File: src/rtl/cnn_sched_pkg.sv
// rtl/cnn_sched_pkg.sv - shared types, kernel geometry and width helper for the row scheduler
package cnn_sched_pkg;

    localparam int KERNEL_WIDTH = 3;
    localparam int KERNEL_SIZE  = KERNEL_WIDTH * KERNEL_WIDTH;

    // Bits needed to index 'value' entries; never returns less than 1 so a
    // single-entry dimension still gets a real (1-bit) counter.
    function automatic int C_LOG_2(input int value);
        int width;
        width = 1;
        while ((1 << width) < value) width = width + 1;
        return width;
    endfunction

    localparam int WEI_INDEX_WIDTH = C_LOG_2(KERNEL_SIZE);

    typedef enum logic [2:0] {
        ST_IDLE,
        ST_START,
        ST_WAIT_EN,
        ST_SCAN,
        ST_WAIT_PE,
        ST_PULSE,
        ST_DONE
    } sched_state_t;

endpackage

File: src/rtl/kernel_row_ffs.sv
// rtl/kernel_row_ffs.sv - find-first-set over one kernel-row weight group from a start column
//
// Ports:
//   group     in  WIDTH : non-zero weight flags of one kernel row, bit c = column c
//   start_col in  COL_W : lowest column allowed to match
//   found     out 1     : a set bit exists at column >= start_col
//   col       out COL_W : lowest such column (0 when not found)
module kernel_row_ffs #(
    parameter int WIDTH = 3,
    parameter int COL_W = 2
) (
    input  logic [WIDTH-1:0] group,
    input  logic [COL_W-1:0] start_col,
    output logic             found,
    output logic [COL_W-1:0] col
);

    // Scan from the top down so the lowest qualifying column is the last write.
    always_comb begin
        found = 1'b0;
        col   = '0;
        for (int i = WIDTH - 1; i >= 0; i--) begin
            if (group[i] && (i >= int'(start_col))) begin
                found = 1'b1;
                col   = COL_W'(i);
            end
        end
    end

endmodule

File: src/rtl/pe_row_scheduler.sv
// rtl/pe_row_scheduler.sv - row/weight pass sequencer driving mem_controller and the PE column
//
// Ports:
//   clk, reset         : rising-edge clock, synchronous active-high reset
//   mode               : 1 = serial row mode, 0 = parallel block mode (sampled on go)
//   cfg_load           : load cfg_wei_flag into the weight-flag register (idle only)
//   cfg_wei_flag       : non-zero weight bitmap, bit KERNEL_WIDTH*kr+c
//   go                 : start a layer pass (idle only)
//   mc_en              : mem_controller buffers loaded
//   pe_done            : PE finished the current weight pass
//   mc_start           : one-cycle start pulse to mem_controller
//   row_finish_done_0  : a PE pass completed
//   row_cal_done       : kernel row (mode 1) or weight position (mode 0) completed
//   wei_index          : weight position in flight
//   row_index          : current feature-map row
//   busy, done         : pass in progress / one-cycle end-of-pass pulse
//   protocol_err       : sticky, pe_done seen outside the PE wait
module pe_row_scheduler
    import cnn_sched_pkg::*;
#(
    parameter int IF_WIDTH        = 16,
    parameter int KERNEL_WIDTH    = cnn_sched_pkg::KERNEL_WIDTH,
    parameter int KERNEL_SIZE     = KERNEL_WIDTH * KERNEL_WIDTH,
    parameter int ACT_INDEX_WIDTH = C_LOG_2(IF_WIDTH),
    parameter int WEI_INDEX_WIDTH = C_LOG_2(KERNEL_SIZE)
) (
    input  logic                       clk,
    input  logic                       reset,
    input  logic                       mode,
    input  logic                       cfg_load,
    input  logic [KERNEL_SIZE-1:0]     cfg_wei_flag,
    input  logic                       go,
    input  logic                       mc_en,
    input  logic                       pe_done,
    output logic                       mc_start,
    output logic                       row_finish_done_0,
    output logic                       row_cal_done,
    output logic [WEI_INDEX_WIDTH-1:0] wei_index,
    output logic [ACT_INDEX_WIDTH-1:0] row_index,
    output logic                       busy,
    output logic                       done,
    output logic                       protocol_err
);

    localparam int KR_W  = C_LOG_2(KERNEL_WIDTH);
    localparam int COL_W = KR_W;

    localparam logic [KR_W-1:0]            KR_LAST  = KR_W'(KERNEL_WIDTH - 1);
    localparam logic [WEI_INDEX_WIDTH-1:0] POS_LAST = WEI_INDEX_WIDTH'(KERNEL_SIZE - 1);
    localparam logic [ACT_INDEX_WIDTH-1:0] ROW_LAST = ACT_INDEX_WIDTH'(IF_WIDTH - 1);

    sched_state_t               state_q, state_nxt;
    logic                       mode_q, mode_nxt;
    logic [KERNEL_SIZE-1:0]     flag_q, flag_nxt;
    logic [KR_W-1:0]            kr_q, kr_nxt;
    // Mode 1: next column to search in the current group. Mode 0: weight position.
    logic [WEI_INDEX_WIDTH-1:0] wei_ptr_q, wei_ptr_nxt;
    // The pass in flight closes its group (mode 1) or position (mode 0).
    logic                       last_q, last_nxt;

    logic                       mc_start_nxt, rfd_nxt, cal_nxt, done_nxt, busy_nxt, err_nxt;
    logic [WEI_INDEX_WIDTH-1:0] wei_index_nxt;
    logic [ACT_INDEX_WIDTH-1:0] row_index_nxt;
    logic                       row_end;

    logic [KERNEL_SIZE-1:0]     flag_shift;
    logic [KERNEL_WIDTH-1:0]    group;
    logic [KERNEL_WIDTH-1:0]    group_rest;
    logic [COL_W-1:0]           start_col;
    logic                       ffs_found;
    logic [COL_W-1:0]           ffs_col;
    logic [KERNEL_SIZE-1:0]     pos_shift;
    logic                       pos_set;
    logic [WEI_INDEX_WIDTH-1:0] grp_base;
    logic [WEI_INDEX_WIDTH-1:0] grp_index;

    assign flag_shift = flag_q >> (KERNEL_WIDTH * int'(kr_q));
    assign group      = flag_shift[KERNEL_WIDTH-1:0];
    assign start_col  = COL_W'(wei_ptr_q);

    kernel_row_ffs #(
        .WIDTH (KERNEL_WIDTH),
        .COL_W (COL_W)
    ) u_ffs (
        .group     (group),
        .start_col (start_col),
        .found     (ffs_found),
        .col       (ffs_col)
    );

    // Nothing set above the found column means this pass ends the group.
    assign group_rest = group >> (int'(ffs_col) + 1);
    assign grp_base   = WEI_INDEX_WIDTH'(KERNEL_WIDTH * int'(kr_q));
    assign grp_index  = WEI_INDEX_WIDTH'(KERNEL_WIDTH * int'(kr_q) + int'(ffs_col));

    assign pos_shift  = flag_q >> wei_ptr_q;
    assign pos_set    = pos_shift[0];

    always_comb begin
        state_nxt     = state_q;
        mode_nxt      = mode_q;
        flag_nxt      = flag_q;
        kr_nxt        = kr_q;
        wei_ptr_nxt   = wei_ptr_q;
        last_nxt      = last_q;
        mc_start_nxt  = 1'b0;
        rfd_nxt       = 1'b0;
        cal_nxt       = 1'b0;
        done_nxt      = 1'b0;
        wei_index_nxt = wei_index;
        row_index_nxt = row_index;
        row_end       = 1'b0;
        err_nxt       = protocol_err | (pe_done & (state_q != ST_WAIT_PE));

        unique case (state_q)
            ST_IDLE: begin
                // A load in the same cycle as go is visible to the pass,
                // since the flag is only read from SCAN onwards.
                if (cfg_load) flag_nxt = cfg_wei_flag;
                if (go) begin
                    state_nxt     = ST_START;
                    mode_nxt      = mode;
                    kr_nxt        = '0;
                    wei_ptr_nxt   = '0;
                    row_index_nxt = '0;
                    wei_index_nxt = '0;
                    mc_start_nxt  = 1'b1;
                    err_nxt       = 1'b0;
                end
            end

            ST_START: state_nxt = ST_WAIT_EN;

            ST_WAIT_EN: if (mc_en) state_nxt = ST_SCAN;

            ST_SCAN: begin
                if (mode_q) begin
                    if (ffs_found) begin
                        wei_index_nxt = grp_index;
                        wei_ptr_nxt   = WEI_INDEX_WIDTH'(int'(ffs_col) + 1);
                        last_nxt      = (group_rest == '0);
                        state_nxt     = ST_WAIT_PE;
                    end else begin
                        // Only reachable for an all-zero group: a non-empty
                        // group is closed by its last pass.
                        wei_index_nxt = grp_base;
                        last_nxt      = 1'b1;
                        cal_nxt       = 1'b1;
                        state_nxt     = ST_PULSE;
                    end
                end else begin
                    wei_index_nxt = wei_ptr_q;
                    last_nxt      = 1'b1;
                    if (pos_set) begin
                        state_nxt = ST_WAIT_PE;
                    end else begin
                        cal_nxt   = 1'b1;
                        state_nxt = ST_PULSE;
                    end
                end
            end

            ST_WAIT_PE: begin
                if (pe_done) begin
                    rfd_nxt   = 1'b1;
                    cal_nxt   = last_q;
                    state_nxt = ST_PULSE;
                end
            end

            ST_PULSE: begin
                if (mode_q) begin
                    if (last_q) begin
                        wei_ptr_nxt = '0;
                        if (kr_q == KR_LAST) row_end = 1'b1;
                        else                 kr_nxt  = kr_q + 1'b1;
                    end
                end else begin
                    if (wei_ptr_q == POS_LAST) row_end     = 1'b1;
                    else                       wei_ptr_nxt = wei_ptr_q + 1'b1;
                end

                state_nxt = ST_SCAN;
                if (row_end) begin
                    kr_nxt      = '0;
                    wei_ptr_nxt = '0;
                    if (row_index == ROW_LAST) begin
                        state_nxt = ST_DONE;
                        done_nxt  = 1'b1;
                    end else begin
                        row_index_nxt = row_index + 1'b1;
                    end
                end
            end

            ST_DONE: state_nxt = ST_IDLE;

            default: state_nxt = ST_IDLE;
        endcase

        busy_nxt = (state_nxt != ST_IDLE);
    end

    always_ff @(posedge clk) begin
        if (reset) begin
            state_q           <= ST_IDLE;
            mode_q            <= 1'b0;
            flag_q            <= '0;
            kr_q              <= '0;
            wei_ptr_q         <= '0;
            last_q            <= 1'b0;
            mc_start          <= 1'b0;
            row_finish_done_0 <= 1'b0;
            row_cal_done      <= 1'b0;
            wei_index         <= '0;
            row_index         <= '0;
            busy              <= 1'b0;
            done              <= 1'b0;
            protocol_err      <= 1'b0;
        end else begin
            state_q           <= state_nxt;
            mode_q            <= mode_nxt;
            flag_q            <= flag_nxt;
            kr_q              <= kr_nxt;
            wei_ptr_q         <= wei_ptr_nxt;
            last_q            <= last_nxt;
            mc_start          <= mc_start_nxt;
            row_finish_done_0 <= rfd_nxt;
            row_cal_done      <= cal_nxt;
            wei_index         <= wei_index_nxt;
            row_index         <= row_index_nxt;
            busy              <= busy_nxt;
            done              <= done_nxt;
            protocol_err      <= err_nxt;
        end
    end

endmodule

File: config.mk
export PLATFORM = sky130hd
export DESIGN_NAME = pe_row_scheduler
export DESIGN_NICKNAME = d
export VERILOG_FILES = /design/src/rtl/cnn_sched_pkg.sv /design/src/rtl/kernel_row_ffs.sv /design/src/rtl/pe_row_scheduler.sv
export SDC_FILE = /design/constraint.sdc
export NUM_CORES = 1
export LEC_CHECK = 0
export BUFFER_PORTS_ARGS = -buffer_cell sky130_fd_sc_hd__clkbuf_2
export CORE_MARGIN = 2
export CORE_UTILIZATION = 50
export DETAILED_ROUTE_END_ITERATION = 10
export PLACE_DENSITY = 0.71
export SYNTH_ARGS = -nofsm -noshare
export SYNTH_HDL_FRONTEND = slang
export SYNTH_SLANG_ARGS = --single-unit
File: constraint.sdc
create_clock -name clk -period 3.36 [get_ports clk]
set_input_delay 0.504 -clock clk [delete_from_list [all_inputs] [get_ports clk]]
set_output_delay 0.504 -clock clk [all_outputs]
set_load 0.1 [all_outputs]
Yosys cells after proc, flatten, opt, wreduce, memory -nomap -nowiden. Index checks and enable logic that the tools add are counted.

$add $sub $neg: 5. Multiply operators: 1. $lt $le $gt $ge: 3. Eq/ne operators: 19. Shift operators: 3. Mux-type cells: 52. Bitwise logic cells: 6. Reduce and logical (&&, ||, !) cells: 18.

Operators by type and width (count): 2-to-1 mux 4 bit (11); >> shifter 3 x 32 -> 3 bit (1); >> shifter 9 x 32 -> 3 bit (1); 2-to-1 mux 1 bit (21); 2-to-1 mux 3 bit (6); case mux 3 bit (6 select lines) (1); 2-to-1 mux 2 bit (8); case mux 4 bit (2 select lines) (2); != test 3 bit (second input constant) (4); case mux 4 bit (3 select lines) (1); != test 2 bit (second input constant) (5); >> shifter 9 x 4 -> 1 bit (1); adder 4 x 1 -> 4 bit (second input constant) (2); == test 4 bit (second input constant) (2); != test 4 bit (second input constant) (2); == test 3 x 2 -> 1 bit (second input constant) (2); == test 3 bit (second input constant) (2); logical NOT 3 bit (2); AND reduction 2 bit (3); AND reduction 6 bit (1); nonzero test 3 bit (2); AND reduction 5 bit (1); adder 4 x 2 -> 4 bit (1); greater-or-equal comparator 1 x 2 -> 1 bit (first input constant) (2); other kinds (16) (23).

Flip-flop bits (word level): 34. Bits of input ports: 16. Output and inout port bits: 14. Word-level logic and storage cells: 121.

Longest topological paths before layout. Gate-level depths: netlist of the first run.

Depth after elaboration: 11. Mapped depth: 11. Gate-level depth less buffers: 11.

Modules after synthesis. From an unflattened synthesis of the first run, not the netlist that was laid out.

Cell total of the unflattened synthesis: 239. Area total of the unflattened synthesis: 1981.9 µm².

Modules (own cells, without submodules): pe_row_scheduler (times used 1, cells each 230, area each 1925.6 µm², sequential area each 680.7 µm²); kernel_row_ffs (times used 1, cells each 9, area each 56.3 µm², sequential area each 0.0 µm²).

Worst setup path after synthesis of the first run. Ideal clock, no wire load.

Path type: register -> register. Start: register wei_ptr_q[0]. End: register wei_index[2]. Library setup time: 124 ps. Data arrival time: 2405 ps. Data required time: 3236 ps. Setup slack: 831 ps. Stages on the path, launching flop included: 10. Buffers on the path: 0. Clock period less this slack: 2529 ps. Path through: dfxtp_1 > inv_1 > ha_1 > a211oi_1 > ha_1 > inv_1 > fa_1 > or3_1 > a211oi_1 > nor3_1.

Word-level cells in the longest chain between the ends: 9. Elaborated cells on any way between the ends: 16. Classes of those cells: add/sub: 1; order compare: 3; mux: 9; reduce/logical: 3.

RTL lines: from (decl) (line pe_row_scheduler.sv:57) `logic [WEI_INDEX_WIDTH-1:0] wei_ptr_q, wei_ptr_nxt;`; from (signal assigned) (line pe_row_scheduler.sv:225) `wei_ptr_q <= wei_ptr_nxt;`; greater-or-equal comparator 2 bit (line kernel_row_ffs.sv:23) `if (group[i] && (i >= int'(start_col))) begin`; logical AND 1 bit (line kernel_row_ffs.sv:23); 2-to-1 mux 2 bit (3 in series) (line kernel_row_ffs.sv:23); adder 4 x 2 -> 4 bit (line pe_row_scheduler.sv:94) `assign grp_index = WEI_INDEX_WIDTH'(KERNEL_WIDTH * int'(kr_q) + int'(ffs_col));`; 2-to-1 mux 4 bit * (line pe_row_scheduler.sv:138) `if (ffs_found) begin`; 2-to-1 mux 4 bit * (line pe_row_scheduler.sv:137) `if (mode_q) begin`; case mux 4 bit (2 select lines) * (line pe_row_scheduler.sv:115) `unique case (state_q)`; to (signal assigned) (line pe_row_scheduler.sv:230) `wei_index <= wei_index_nxt;`; to (decl) (line pe_row_scheduler.sv:38) `output logic [WEI_INDEX_WIDTH-1:0] wei_index,`.

Mark *: on every way between the ends. The rest lies on a longest branch, timed or not. A chain may end at the register's enable or synchronous reset.

Worst setup path after layout of the first run. Ends and elaborated chain as after synthesis.

==> results of run 1 <==
==> power groups by stage <==
stage / sequential (mW) / combinational, mW / clock, mW
final: 0.469 / 0.267 / 0.300
after global routing: 0.475 / 0.292 / 0.325
after CTS: 0.468 / 0.266 / 0.306
after detailed placement: 0.478 / 0.265 / 0
after global placement: 0.478 / 0.264 / 0
after floorplan: 0.513 / 0.175 / 0
==> metrics by stage <==
| stage | worst slack (ps) | util, % | total power, mW |
|---|---|---|---|
| after floorplan | 831 | - | 0.688 |
| after global placement | 646 | 56.5 | 0.741 |
| after detailed placement | 576 | 56.5 | 0.743 |
| after CTS | 561 | 58.6 | 1.04 |
| after global routing | 362 | 58.6 | 1.09 |
| final | 537 | 58.6 | 1.04 |
==> worst min-delay path, stage by stage <==
cell and delay [ps]:
clkbuf_2 80, nand2_1 40, a21oi_1 50
==> routing by layer <==
metal / track usage, % / vias up / routed length, um
met1: 30.2 / 900 / 2330
li1: - / 982 / -
met5: 0 / - / 0
met4: 5.23 / 0 / 50
met2: 33.4 / 68 / 2240
met3: 4.65 / 6 / 308
==> registers in the layout (all words and copies together), names as in the netlist, 2 cells and up <==
| signal | flops |
|---|---|
| flag_q | 9 |
| kr_q | 2 |
| row_index | 4 |
| state_q | 3 |
| wei_index | 4 |
| wei_ptr_q | 4 |
==> cells in the mapped netlist (2+ instances only) <==
master / n
mux2i_1: 5
a31oi_1: 2
o21ai_1: 3
xor2_1: 3
clkbuf_1: 8
nor3_1: 9
nor4_1: 3
buf_2: 4
mux2_2: 2
and3b_1: 4
o211ai_1: 5
o221a_2: 2
o221ai_1: 2
o2111ai_1: 2
inv_1: 15
nand3_1: 6
a21oi_1: 21
ha_1: 10
or3_1: 2
a21oi_2: 2
mux4_2: 2
a211oi_1: 4
nand2_1: 40
nor2_1: 22
o31a_1: 2
o21ai_0: 5
nor2b_1: 3
and3_1: 2
and2_1: 2
a22oi_1: 2
dfxtp_1: 34
==> cells by family after synthesis <==
| family | after synthesis |
|---|---|
| flops | 34 |
| xor+xnor | 3 |
| fa+ha+maj | 11 |
| simple gates | 105 |
| mux | 10 |
| compound gates | 68 |
| buf+inv | 27 |
==> final timing paths <==
| path | cells past startpoint | slack, ps | endpoint |
|---|---|---|---|
| setup reg to reg | 9 | 540 | wei_index[2] |
| setup / recovery | 9 | 540 | wei_index[2] |
| hold reg to reg | 2 | 450 | protocol_err |
| hold / removal | 3 | 430 | flag_q[3] |
==> layout make-up <==
cell class / instances / area, um^2
tap: 50 / 62.6
clock buffer: 6 / 72.6
fill: 382 / 1680
clock inverter: 2 / 13.8
timing repair buffer: 29 / 145
sequential: 34 / 681
inverter: 15 / 56.3
multi-input combinational: 197 / 1350
==> cells in the final DEF, fill, tap and decap left out, types with 3 or more instances in the layout <==
cell,instances
inv_1,15
ha_1,10
clkbuf_8,5
nor4_1,3
nor2_1,22
a211oi_1,4
o21ai_1,3
xor2_1,3
nor2b_1,3
nand3_1,6
dfxtp_1,34
nand2_1,40
nor3_1,9
a21oi_1,21
o211ai_1,5
mux2i_1,5
and3b_1,4
clkbuf_2,29
o21ai_0,5
==> metrics.md, run 1 <==
| Metric | Value |
|---|---|
| I/O pins | 30 |
| R2R Path Start | wei_ptr_q[0] |
| CTS tree | yes |
| Synthesis Warnings | 0 |
| # diodes | 0 |
| Die X | 69.3 um |
| Die height | 69.3 um |
| VDD IR max | 0.313 mV |
| Post-synth top area share | 31.9% |
| IO buf count | 29 |
| Number of distinct library cells after synthesis | 61 |
| Synthesized instance count | 258 |
| Critical Path RT | 3530 ps |
| XOR/XNOR Fraction of Synth Area | 1.23% |
| Flops & latches, synth | 34 |
| Shortest clock period the worst path allows after layout | 2820 ps |
| Core ar. | 4060 um^2 |
| Final period utilization | 84.0% |
| Crit. Startpoint | wei_ptr_q[0] |
| Post-route DRC | 0 |
| Post-CTS setup repair buffer count | 0 |
| Sw frac | 35.9% |
| CTS HTree Levels | 2 |
| Post-synthesis sequential area ratio | 31.9% |
| Largest family of logic cells by synthesized area | simple AND/OR/NAND/NOR gates |
| Largest delay share family, worst path | adder cells |
| Setup TNS | 0 ps |
| Post-synthesis compound-gate area fraction | 23.9% |
| Total net switching power | 0.372 mW |
| Total Wirelength | 4.93 mm |
| CP max stage cell | dfxtp_1 |
| Hold_ws | 427 ps |
| Worst-path clk slew | 70 ps |
| First-pass DRT Iterations | 4 |
| Final Hold Vio Count | 0 |
| Final setup viols | 0 |
| Cell taking the most area after synthesis | dfxtp_1 |
| RePlAce Congestion | 0.937 |
| Combinational fraction of design power | 25.8% |
| Seq pwr share | 45.3% |
| Row cnt | 23 |
| Initial antenna violation count | 0 |
| Slew margin rel. | 53.5% |
| PostCTS Resize Cnt | 0 |
| Peak Freq | 0.354 GHz |
| Cells after DPL | 325 |
| Global route overflow | 0 |
| Hold buffers post-CTS | 0 |
| Number of vias per cell | 5.87 |
| Worst Path Arrival | 3000 ps |
| Die ar. | 4810 um^2 |
| Hold Crit Class | in -> reg |
| Final net count | 309 |
| Post-Syn Area | 2130 um^2 |
| Fraction of layout cells with a size suffix above 1 | 19.8% |
| Cts bufs inserted | 5 |
| Post-Syn Nets | 285 |
| Worst-margin pin slew | 696 ps |
| Internal Power | 0.664 mW |
| Leakage | 0.944 nW |
| CP endpoint kind | flop |
| Top cells by area, synth | dfxtp_1 32%, nand2_1 7.0%, ha_1 5.9% |
| Total global-route track usage | 21.5% |
| MaxCap Viol Count | 0 |
| Post-synthesis mux area share | 6.04% |
| Post-synth ARST share | 0% |
| Post-detail-place hpwl | 3.67 mm |
| 1st-iter DRT viols | 160 |
| Hold path startpoint | cfg_wei_flag[3] |
| Final Non-Filler Cells | 333 |
| Clock share of power | 29.0% |
| Main synth FF type | dfxtp_1 |
| Pin count of the biggest net entering global routing | 28 |
| Skew-Pair Late Insertion Delay | 290 ps |
| Worst setup SP type | flop |
| Slew Viols, Final | 0 |
| Vias | 1956 |
| Synth Area in Simple Gates | 25.1% |
| Syn-to-layout area delta | 11.4% |
| Drt wl/cell | 14.8 um |
| Largest buffer count on any clock path | 2 |
| Initial core utilization | 52.6% |
| CTS sink count | 34 |
| Crit path cell chain | inv_1 -> ha_1 -> a211oi_1 -> ha_1 -> inv_1 -> fa_1 -> or3_1 -> a211oi_1 -> nor3_1 |
| Crit path max fanout | 8 |
| Final std cell area, no fill | 2380 um^2 |
| Cell Pwr Density | 435 nW/um^2 |
| Post-route ant nets | 0 |
| Post-synth EDFFs | 0 |
| Buf/Inv on CP | 2 |
| Post-Synth Adder-Cell Area | 6.80% |
| Crit-path max cell delay | 520 ps |
| Number of global-route vias before repair | 1752 |
| Skew final | 12.5 ps |
| Global-route wire length before repair | 8.39 mm |
| Area post-placement | 2290 um^2 |
| Root Driver | clkbuf_8 |
| WS Path Type | reg -> reg |
| Status | completed |
| RSZ-0062 raised after global routing | no |
| Syn avg cell area | 8.27 um^2 |
Power figures use the tool's default switching activity.
==> run 2, diff against run 1 <==
--- a/config.mk
+++ b/config.mk
@@ -5,6 +5,7 @@
 export SDC_FILE = /design/constraint.sdc
 export NUM_CORES = 1
 export LEC_CHECK = 0
+export ABC_AREA = 1
 export BUFFER_PORTS_ARGS = -buffer_cell sky130_fd_sc_hd__clkbuf_2
 export CORE_MARGIN = 2
 export CORE_UTILIZATION = 50
==> constraint.sdc (replaced) <==
create_clock -name clk -period 2.7 [get_ports clk]
set_input_delay 0.405 -clock clk [delete_from_list [all_inputs] [get_ports clk]]
set_output_delay 0.405 -clock clk [all_outputs]
set_load 0.1 [all_outputs]
==> run 2 against run 1 <==
Global-route usage increased by 1.0 points. Synthesized cell count increased by 10%. Combinational power increased by 96%. Largest cell class unchanged. Sequential power increased by 24%. Flip-flop and latch count unchanged. Core utilization increased by 0.72 points. Register-to-register slack got worse by 320 ps. Sequential share of layout area increased by 0.060 points. Cell area decreased by 0.21%. Count of clock-buffer cells in the layout increased by 2. Setup slack got worse by 320 ps. Hold slack got worse by 94 ps.
==> metrics.md, run 2 <==
| Metric | Value |
|---|---|
| Number of vias per cell | 5.26 (-10%) |
| Number of flip-flops under the largest register name | 9 (unchanged) |
| CTS tree | yes |
| Setup TNS | 0 ps (unchanged) |
| Post-CTS setup repair buffer count | 0 (unchanged) |
| First-pass DRT Iterations | 5 (+1) |
| Die X | 68.3 um (-1.5%) |
| Cells after DPL | 361 (+11%) |
| CP endpoint kind | flop |
| Slew margin rel. | 63.8% (+10 points) |
| Flops & latches, synth | 34 (unchanged) |
| VDD IR max | 0.367 mV (+17%) |
| Post-synth ARST share | 0% (unchanged) |
| Buf/Inv on CP | 2 (unchanged) |
| Status | completed |
| Most common cell on crit path | nand2_1 |
| Syn avg cell area | 7.25 um^2 (-12%) |
| Hold Crit Class | in -> reg |
| Worst Path Arrival | 2700 ps (-300 ps) |
| Peak Freq | 0.402 GHz (+13%) |
| Worst setup SP type | flop |
| 1st-iter DRT viols | 103 (-36%) |
| Core ar. | 4000 um^2 (-1.4%) |
| CTS sink count | 34 (unchanged) |
| CTS HTree Levels | 2 (unchanged) |
| Final period utilization | 92.1% (+8.1 points) |
| Post-route ant nets | 0 (unchanged) |
| CP max stage cell | dfxtp_1 |
| Global-route wire length before repair | 7.83 mm (-6.7%) |
| Initial core utilization | 51.6% (-0.96 points) |
| Final setup viols | 0 (unchanged) |
| Syn-to-layout area delta | 14.9% |
| Number of global-route vias before repair | 1705 (-2.7%) |
| WS Path Type | reg -> reg |
| Cell Pwr Density | 650 nW/um^2 (+49%) |
| Die height | 68.3 um (-1.5%) |
| Largest delay share family, worst path | simple AND/OR/NAND/NOR gates |
| Post-Syn Area | 2070 um^2 (-3.2%) |
| Post-Place Setup Slack | 265 ps (-310 ps) |
| RePlAce Congestion | 0.919 (-1.9%) |
| # diodes | 0 (unchanged) |
| Final net count | 345 (+12%) |
| Total global-route track usage | 22.5% (+1.0 points) |
| I/O pins | 30 (unchanged) |
| Cts bufs inserted | 5 (unchanged) |
| Root Driver | clkbuf_8 |
| MaxCap Viol Count | 0 (unchanged) |
| Synth top cells by count | 65 x nand2_1, 34 x dfxtp_1, 27 x a21oi_1, 25 x nand3_1, 24 x inv_1 |
| Area post-placement | 2260 um^2 (-1.3%) |
| Shortest clock period the worst path allows after layout | 2490 ps (-336 ps) |
| Global route overflow | 0 (unchanged) |
| Biggest register | flag_q |
| Post-route DRC | 0 (unchanged) |
| Crit path max fanout | 7 (-1) |
| Final Hold Vio Count | 0 (unchanged) |
| RSZ-0062 raised after global routing | no |
| Hold buffers post-CTS | 0 (unchanged) |
| Post-detail-place hpwl | 3.56 mm (-2.8%) |
| Row cnt | 23 (unchanged) |
| Leakage | 1.04 nW (+10%) |
| Total Wirelength | 4.57 mm (-7.3%) |
| Final std cell area, no fill | 2370 um^2 (-0.21%) |
| Most frequent cells in the layout | 65 x nand2_1, 34 x dfxtp_1, 29 x clkbuf_2, 27 x a21oi_1, 25 x nand3_1 |
| Drt wl/cell | 12.4 um (-16%) |
| Count leader, synth | nand2_1 |
| Vias | 1940 (-0.82%) |
| Pin count of the biggest net entering global routing | 17 (-39%) |
| Final Non-Filler Cells | 369 (+11%) |
| Top cells by area, synth | dfxtp_1 33%, nand2_1 12%, a21oi_1 6.5% |
| Cell taking the most area after synthesis | dfxtp_1 |
| Die ar. | 4660 um^2 (-3.0%) |
| Synthesis Warnings | 0 (unchanged) |
| Skew-Pair Late Insertion Delay | 290 ps (about the same) |
| Skew final | 8.59 ps (-3.92 ps) |
| Crit path cell chain | inv_2 -> ha_1 -> or2_4 -> nand2_8 -> nand2_4 -> nor2_1 -> inv_1 -> fa_1 -> xor2_1 -> nand2_1 -> nand2_1 -> nand2_1 -> nand2_1 -> a21oi_1 |
| PnR worst setup slack | 213 ps (-324 ps) |
| Post-synth top area share | 32.9% (+1.1 points) |
| IO buf count | 29 (unchanged) |
| Largest buffer count on any clock path | 2 (unchanged) |
| Critical Path RT | 2910 ps (-620 ps) |
| Main synth FF type | dfxtp_1 |
| Initial antenna violation count | 0 (unchanged) |
| Commonest non-fill, non-tap cell in the layout | nand2_1 |
| Worst-path clk slew | 70 ps (about the same) |
| Post-synth EDFFs | 0 (unchanged) |
| Number of distinct library cells after synthesis | 36 (-41%) |
| Worst-margin pin slew | 545 ps (-150 ps) |
| Crit-path max cell delay | 480 ps (-40 ps) |
| Post-synthesis sequential area ratio | 32.9% (+1.1 points) |
| Fraction of layout cells with a size suffix above 1 | 25.7% (+5.9 points) |
| Synthesized instance count | 285 (+10%) |
| PostCTS Resize Cnt | 0 (unchanged) |
| Post-Syn Nets | 312 (+9.5%) |
| Slew Viols, Final | 0 (unchanged) |
-- run 2: final cells by class --
class	instances	area, um^2
Sequential cell	34	681
Tap cell	50	62.6
Multi-Input combinational cell	211	1230
Inverter	36	140
Clock buffer	8	110
Fill cell	354	1630
Timing Repair Buffer	30	153
-- run 2: per-layer routing --
metal  vias up  part of all wire (%)  track usage [%]
met1       878                    47             30.7
li1        994                     -                -
met2        58                    46             35.4
met5         -                     0                0
met4         0                   1.9             6.75
met3        10                   5.1             4.93
-- run 2: worst min-delay path, cell delays in order --
cell      delay (ps)
clkbuf_2          80
nand2_1           40
o21ai_0           60
-- run 2: worst paths after layout --
path	cells after the start	slack [ps]	end	from
worst max register to register	14	210	wei_index[2]	wei_ptr_q[1]
worst min-delay path	3	330	mode_q	mode
worst min register to register	2	460	wei_index[3]	wei_index[3]
worst max-delay path	14	210	wei_index[2]	wei_ptr_q[1]
-- run 2: logic make-up (layout without fill, tap and decap cells) --
kind of cell             Yosys count  count (layout)  synth area share [%]
flip-flops                        34              34                  32.9
AO/OA/AOI/OAI                     54              54                  14.5
buffers and inverters             40              74                  7.63
XOR/XNOR                           3               3                  1.27
AND/OR/NAND/NOR                  143             143                  36.6
adder cells (fa/ha/maj)           11              11                  7.03
-- run 2: per-stage QoR --
| step | hold slack [ps] | total power [mW] | util, % |
|---|---|---|---|
| 3_3_place_gp | 450 | 1.11 | 56.6 |
| 5_1_grt | 338 | 1.64 | 59.3 |
| 6_report | 333 | 1.54 | 59.3 |
| 2_1_floorplan | 443 | 1.01 | - |
| 3_5_place_dp | 458 | 1.11 | 56.6 |
| 4_1_cts | 332 | 1.55 | 59.3 |
-- run 2: power by group --
part	total [mW]	switching (mW)	leakage (nW)	internal, mW
logic	0.524	0.365	0.705	0.159
clock network	0.437	0.179	0.0575	0.257
registers	0.582	0.0387	0.278	0.543
